[src/rtl/alu_div_pkg.sv]
// Shared constants for the execute-stage divider: result width, ALU flag layout, FSM states.
package alu_div_pkg;
  localparam int RW = 16;

  localparam int ALU_FLAG_Z   = 0;
  localparam int ALU_FLAG_C   = 1;
  localparam int ALU_FLAG_N   = 2;
  localparam int ALU_FLAG_O   = 3;
  localparam int ALU_FLAG_P   = 4;
  localparam int ALU_FLAG_CNT = 5;

  localparam int DIV_STATE_W = 2;
  typedef enum logic [DIV_STATE_W-1:0] {
    DIV_IDLE = 2'd0,
    DIV_CALC = 2'd1,
    DIV_DONE = 2'd2
  } div_state_e;
endpackage

[src/rtl/alu_div_step.sv]
// One restoring-division iteration: shift in a dividend bit, trial-subtract, keep or restore.
module div_step #(
  parameter int W = 16
) (
  input  logic [W:0]   rem,
  input  logic         bit_in,
  input  logic [W-1:0] dvs,
  output logic [W:0]   rem_nxt,
  output logic         q
);
  logic [W+1:0] diff;

  // One extra bit above the shifted remainder carries the borrow of the trial subtract.
  assign diff    = {rem, bit_in} - {2'b00, dvs};
  assign q       = ~diff[W+1];
  assign rem_nxt = q ? diff[W:0] : {rem[W-1:0], bit_in};
endmodule

[src/rtl/alu_div.sv]
// Iterative signed/unsigned restoring divider; one quotient bit per cycle, stalls via o_busy.
module alu_div
  import alu_div_pkg::*;
#(
  parameter int W = RW
) (
  input  logic                    i_clk,
  input  logic                    i_rst,
  input  logic                    i_req,
  input  logic                    i_signed,
  input  logic                    i_rem,
  input  logic [W-1:0]            i_l,
  input  logic [W-1:0]            i_r,
  input  logic                    i_flush,
  output logic                    o_busy,
  output logic                    o_valid,
  output logic [W-1:0]            o_out,
  output logic [ALU_FLAG_CNT-1:0] o_flags
);
  localparam int CW = $clog2(W) + 1;

  div_state_e state, nxt;
  logic [CW-1:0] cnt;
  logic [W-1:0]  dvd;     // dividend in, quotient bits shift in from the LSB
  logic [W-1:0]  dvs;
  logic [W:0]    prem;
  logic          q_neg, r_neg, sel_rem, dz, ov;

  logic [W:0]    rem_nxt;
  logic          q_bit;
  logic          acc;
  logic [W-1:0]  l_abs, r_abs, q_fix, r_fix, res;
  logic [ALU_FLAG_CNT-1:0] fl;

  div_step #(.W(W)) u_step (
    .rem     (prem),
    .bit_in  (dvd[W-1]),
    .dvs     (dvs),
    .rem_nxt (rem_nxt),
    .q       (q_bit)
  );

  assign acc   = (state == DIV_IDLE) && i_req && !i_flush;
  assign l_abs = (i_signed && i_l[W-1]) ? -i_l : i_l;
  assign r_abs = (i_signed && i_r[W-1]) ? -i_r : i_r;

  // Div-by-zero forces all ones regardless of sign; the remainder naturally equals the dividend.
  assign q_fix = dz ? '1 : (q_neg ? -dvd : dvd);
  assign r_fix = r_neg ? -prem[W-1:0] : prem[W-1:0];
  assign res   = sel_rem ? r_fix : q_fix;

  always_comb begin
    fl             = '0;
    fl[ALU_FLAG_Z] = (res == '0);
    fl[ALU_FLAG_C] = dz;
    fl[ALU_FLAG_N] = res[W-1];
    fl[ALU_FLAG_O] = ov;
    fl[ALU_FLAG_P] = ^res;
  end

  always_comb begin
    nxt = state;
    case (state)
      DIV_IDLE: if (i_req) nxt = DIV_CALC;
      DIV_CALC: if (cnt == CW'(W-1)) nxt = DIV_DONE;
      DIV_DONE: nxt = DIV_IDLE;
      default:  nxt = DIV_IDLE;
    endcase
    if (i_flush) nxt = DIV_IDLE;
  end

  always_ff @(posedge i_clk or posedge i_rst) begin
    if (i_rst) state <= DIV_IDLE;
    else       state <= nxt;
  end

  always_ff @(posedge i_clk or posedge i_rst) begin
    if (i_rst) begin
      cnt     <= '0;
      dvd     <= '0;
      dvs     <= '0;
      prem    <= '0;
      q_neg   <= 1'b0;
      r_neg   <= 1'b0;
      sel_rem <= 1'b0;
      dz      <= 1'b0;
      ov      <= 1'b0;
      o_valid <= 1'b0;
      o_out   <= '0;
      o_flags <= '0;
    end else begin
      o_valid <= 1'b0;
      if (acc) begin
        dvd     <= l_abs;
        dvs     <= r_abs;
        prem    <= '0;
        cnt     <= '0;
        sel_rem <= i_rem;
        q_neg   <= i_signed & (i_l[W-1] ^ i_r[W-1]);
        r_neg   <= i_signed & i_l[W-1];
        dz      <= (i_r == '0);
        ov      <= i_signed && (i_l == {1'b1, {(W-1){1'b0}}}) && (&i_r);
      end else if (!i_flush && state == DIV_CALC) begin
        prem <= rem_nxt;
        dvd  <= {dvd[W-2:0], q_bit};
        cnt  <= cnt + 1'b1;
      end else if (!i_flush && state == DIV_DONE) begin
        o_out   <= res;
        o_flags <= fl;
        o_valid <= 1'b1;
      end
    end
  end

  assign o_busy = (state != DIV_IDLE);
endmodule
[config.mk]
export PLATFORM = sky130hd
export DESIGN_NAME = alu_div
export DESIGN_NICKNAME = d
export VERILOG_FILES = /design/src/rtl/alu_div_pkg.sv /design/src/rtl/alu_div_step.sv /design/src/rtl/alu_div.sv
export SDC_FILE = /design/constraint.sdc
export NUM_CORES = 1
export LEC_CHECK = 0
export CAP_MARGIN = 20
export CELL_PAD_IN_SITES_DETAIL_PLACEMENT = 0
export CELL_PAD_IN_SITES_GLOBAL_PLACEMENT = 1
export CORE_ASPECT_RATIO = 1.2
export CORE_MARGIN = 3
export CORE_UTILIZATION = 40
export DETAILED_ROUTE_END_ITERATION = 16
export MAX_ROUTING_LAYER = met4
export PLACE_DENSITY = 0.89
export SYNTH_ARGS = -nofsm -noshare
export SYNTH_HDL_FRONTEND = slang
export SYNTH_SLANG_ARGS = --single-unit
[constraint.sdc]
create_clock -name i_clk -period 3.08 [get_ports i_clk]
set_input_delay 0.616 -clock i_clk [delete_from_list [all_inputs] [get_ports i_clk]]
set_output_delay 0.616 -clock i_clk [all_outputs]
set_load 0.02 [all_outputs]
# Word-level counts from Yosys, hierarchy flattened
# Index checks and enable logic that the tools add are counted.
[word_totals] regBits=83 inputBits=38 output_inout_bits=23 wordCells=69
[op_classes] add_sub_neg=6 eq_ne=6 muxes=20 n_bitwise=6 reduce_logical=18
[ops] cell="$mux W16" n=8
[ops] cell="$neg A16 Y16" n=4
[ops] cell="$mux W17" n=3
[ops] cell="$logic_not A16 Y1" n=2
[ops] cell="$sub A18 B16 Y18" n=1
[ops] cell="$eq A16 B16 Y1 const B" n=1
[ops] cell="$reduce_and A16 Y1" n=1
[ops] cell="$reduce_xor A16 Y1" n=1
[ops] cell="$mux W5" n=2
[ops] cell="$logic_and A1 B1 Y1" n=8
[ops] cell="$mux W2" n=3
[ops] cell="$ne A3 B3 Y1 const B" n=2
[ops] cell="$add A5 B1 Y5 const B" n=1
[ops] cell="$eq A5 B4 Y1 const B" n=1
[ops] cell="$pmux W2 S2" n=1
[ops] cell="$reduce_bool A2 Y1" n=2
[ops] cell="$mux W1" n=3
[ops] cell="$not A1 Y1" n=3
[ops] cell="$reduce_and A3 Y1" n=1
[ops] cell="$and A1 B1 Y1" n=2
[ops] cell="$eq A2 B1 Y1 const B" n=1
[ops] cell="$eq A2 B2 Y1 const B" n=1
[ops] cell="$logic_not A2 Y1" n=1
[ops] cell="$reduce_and A2 Y1" n=1
[ops] cell="other kinds (2)" n=2

# Depth between registers and ports, before layout
[depth] ltp_word=5 ltp_mapped=12 depth_no_buf=12

# Modules after synthesis
# From an unflattened synthesis, not the netlist that was laid out.
[unflattened] hier_cells=757 area_unflattened_um2=6261.0
[by_module_without_submodules] mod="alu_div" n_inst=1 cells_per_inst=609 area_per_inst_um2=5109.9 seq_area_each_um2=2052.0
[by_module_without_submodules] mod="div_step" n_inst=1 cells_per_inst=148 area_per_inst_um2=1151.1 seq_area_each_um2=0.0

# Worst setup path before layout
# No wires, ideal clock.
[synth_path] kind="register -> register" from="register prem[7]" to="register o_flags[4]" setup_time_ps=136 t_arrival_ps=3070 required_ps=2944 slack_ps=-126 stages_incl_launch_ff=12 path_buffers=0 period_less_slack_ps=3206 cell_sequence="dfrtp_1 or4_4 or3_4 or3_4 o41ai_4 xor2_1 a22o_2 ha_1 xnor2_1 xnor2_1 xnor2_1 o21ai_0"
[synth_via] elab_chain_len=4
[synth_lines] element="start, declared" line="alu_div.sv:26" source="logic [W:0] prem;"
[synth_lines] element="start signal, assigned" line="alu_div.sv:104" source="prem <= rem_nxt;"
[synth_lines] element="$neg A16 Y16" line="alu_div.sv:49" source="assign r_fix = r_neg ? -prem[W-1:0] : prem[W-1:0];"
[synth_lines] element="$mux W16 (*)" line="alu_div.sv:49"
[synth_lines] element="$mux W16 (*)" line="alu_div.sv:50" source="assign res = sel_rem ? r_fix : q_fix;"
[synth_lines] element="$reduce_xor A16 Y1 (*)" line="alu_div.sv:58" source="fl[ALU_FLAG_P] = ^res;"
[synth_lines] element="end signal, assigned" line="alu_div.sv:109" source="o_flags <= fl;"
[synth_lines] element="end, declared" line="alu_div.sv:18" source="output logic [ALU_FLAG_CNT-1:0] o_flags"
# Every way passes the cells marked *; elsewhere a longest branch is shown, timed or not.
# A chain may end at the register's enable or synchronous reset.

# Worst setup path after layout
# Ends and elaborated chain as after synthesis.

==> impl_metrics.yaml <==
run_status:
  outcome: "complete, but fails checks"
  violations: "negative setup slack"
cts:
  clk_pin_slew_ns: 0.07
  clockBufferDepth: 2
  clockRootBuffer: "clkbuf_16"
  clkLatencyLatePin_ns: 0.35
  postCtsSetupRepairBufs: 0
  cts_max_level: 3
  clock_sinks: 82
  cts_made_buffers: 9
  cts_tree: "yes"
  cts_hold_buf: 0
detailed_routing:
  wl_met2_mm: 7.38
  top_layer: "met4"
  routed_wirelength_mm: 15.4
  wl_per_cell_um: 16.7
  viasPerCell: 5.59
  drtAntennaViolNets: 0
  drc: 0
  initialDrtViolationCount: 320
  dr.pass1.iters: 4
  via_count: 5171
  dr_wl_met3_um: 515
  met1_length_mm: 6.97
sta:
  fin_crit_ns: 3.14
  fin_skew_ns: 0.00877
  max_freq_mhz: 318
  hold_ws_ns: 0.477
  finalSetupViolCount: 1
  relSlewSlack_pct: 45.2
  fin_ws_ns: -0.0645
  slew_violations: 0
  final_hold_viol_count: 0
  fin_crit_sh_pct: 102
  worstMarginPinSlew_ns: 0.821
  rsz0062_at_grt: "true"
  fin_setup_tns_ns: -0.0645
yosys:
  synth_top_area_share_pct: 35.7
  synth_compound_area_share_pct: 22.3
  syn-num-nets: 738
  ys_types: 58
  synth.area.mux_share_pct: 3.22
  yosysSeqAreaShare_pct: 35.7
  syn_inst: 668
  synth_edf_count: 0
  ys_seq_elements: 82
  syn_area_per_cell_um2: 8.61
  synth_area_um2: 5750
  synth_xor_area_share_pct: 11.3
  yosys.area_share.adder_pct: 7.09
  synthTopCellsByArea: "dfrtp_1 36%, o21ai_0 7.0%, ha_1 6.7%"
  yosys_warnings: 0
  yosys.area_share.simple_pct: 16.2
  ys_async_sr_fraction_pct: 100
  synth_top_family_by_area: "compound AO/OA/AOI/OAI gates"
  netlist.top_cell.by_area: "dfrtp_1"
  synthFlopType: "dfrtp_1"
setup_path:
  worstSetupStartpointType: "flip-flop"
  r2r-end: "o_flags[4]"
  path_class: "reg -> reg"
  path_cells: "or4_4 -> or3_4 -> or3_4 -> o41ai_4 -> xor2_1 -> a22o_2 -> ha_4 -> xnor2_2 -> xnor2_1 -> xnor2_1 -> o21ai_1"
  max_stage_delay_ns: 0.55
  worst-path-max-fanout: 3
  cp-endpoint: "o_flags[4]"
  r2r_slack_ns: -0.06
  reg2reg_from: "prem[7]"
  slowest_stage: "or4_4"
  crit_start: "prem[7]"
  end_kind: "flip-flop"
  reg2regPathDepth: 11
  critPathArrivalTime_ns: 3.36
  cp_data_required_time_ns: 3.29
die:
  core-area_um2: 13900
  row_count: 47
  die_w_um: 115
  dieHeight_um: 137
  design.die.area_um2: 15900
  start_util_pct: 41.3
  ios: 61
cells_and_area:
  drive_above_1_share_pct: 10.9
  post-route-util_pct: 51.6
  n_antenna_cell: 0
  final_area_um2: 7190
  final_cell_mix: "95 x nand2_1, 82 x dfrtp_1, 80 x o21ai_0, 60 x clkdlybuf4s50_1, 40 x xnor2_1"
  nNetsFinal: 819
  syn_to_final_growth_pct: 24.9
  regArea_um2: 2050
  multi_input_area_um2: 3530
  layout_commonest_cell: "nand2_1"
  fillers: 1294
global_route:
  groute.usage.overall_pct: 21.1
  grt_max_degree: 44
  antenna_found_initial: 0
  grt_pass1_wl_mm: 25.8
  grt_overflow: 0
  grt_pass1_vias: 5206
power_and_ir_drop:
  peakVddDrop_v: 0.000395
  power_per_cell_area_nw_per_um2: 884
  leakage_nw: 3.15
worst_hold_path:
  hp-start: "dvs[13]"
  hp-class: "reg -> reg"
placed_design:
  place_congestion: 0.913
  dpl-instance-area_um2: 6820
  detailed_place_hpwl_mm: 11.9
  portBuffers: 60
  post-place-ws_ns: -0.128
flow_run:
  drv_cap: 0
-- metal layers --
layer / vias to the layer above / global-route usage, %
met3: 29 / 3.51
met5: - / -
li1: 2546 / -
met4: 0 / 7.89
met1: 2489 / 26.5
met2: 107 / 34.1
-- worst min path at each step --
stage            endpoint  slack (ns)  cells past startpoint
2_1_floorplan          ov        0.44                      2
3_3_place_gp       cnt[4]        0.46                      2
3_5_place_dp           ov        0.47                      2
4_1_cts           dvs[13]        0.48                      2
5_1_grt        o_flags[1]        0.51                      1
6_report          dvs[13]        0.48                      2
-- worst max-delay path, delay by kind of cell, from the launching register on --
kind / cells / cell delay, ns
AND/OR/NAND/NOR: 3 / 1.27
AO/OA/AOI/OAI: 3 / 0.59
XOR/XNOR: 4 / 0.50
flip-flops: 1 / 0.38
adder cells (fa/ha/maj): 1 / 0.28
-- power by group --
part	internal [W]	total (W)	switching (W)
registers	0.00128	0.00154	0.000256
logic	0.00170	0.00360	0.00189
clock network	0.000759	0.00122	0.000458
-- per-stage QoR --
stage | power, W | cells
finish | 0.00635 | 925
global placement | 0.00499 | 909
detailed placement | 0.00507 | 909
CTS | 0.00634 | 925
floorplan | 0.00408 | 668
global route | 0.00688 | 925
-- state kept, by name (all words and copies together), names as in the netlist --
signal	cells
dvs	16
state	2
o_flags	5
ov	1
o_valid	1
q_neg	1
r_neg	1
o_out	15
prem	17
cnt	5
dz	1
sel_rem	1
dvd	16
-- area by class of cell --
cell class | instances | share of cell area, %
Clock buffer | 11 | 3.52
Clock inverter | 5 | 1.18
Inverter | 35 | 1.85
Multi-Input combinational cell | 523 | 49.1
Sequential cell | 82 | 28.5
Tap cell | 171 | 2.98
Timing Repair Buffer | 98 | 12.8
-- Yosys cell counts, drive strengths merged, types with 7 or more instances --
master / count
a21oi: 36
nand4: 7
nor2: 35
mux2i: 14
clkbuf: 24
o21ai: 82
inv: 35
a22o: 12
nand3: 10
xnor2: 41
dfrtp: 82
a22oi: 16
ha: 31
xor2: 33
nand2: 95
o31ai: 19
or3: 9
nor3: 13
-- kinds of logic (layout without fill, tap and decap cells) --
kind of cell | after synthesis | count (layout)
AOI/OAI and AO/OA | 199 | 199
adders and majority gates | 32 | 32
muxes | 18 | 18
and+or+nand+nor | 200 | 200
xor gates and xnor gates | 74 | 74
buffers and inverters | 63 | 149
DFF | 82 | 82
-- what timing repair did --
item	in CTS	in global routing
pin swaps	2	0
resized for setup	3	3
endpoints found under the hold margin	0	0
endpoints found under the setup margin	1	4
No activity file was read; power rests on OpenSTA's default activity.
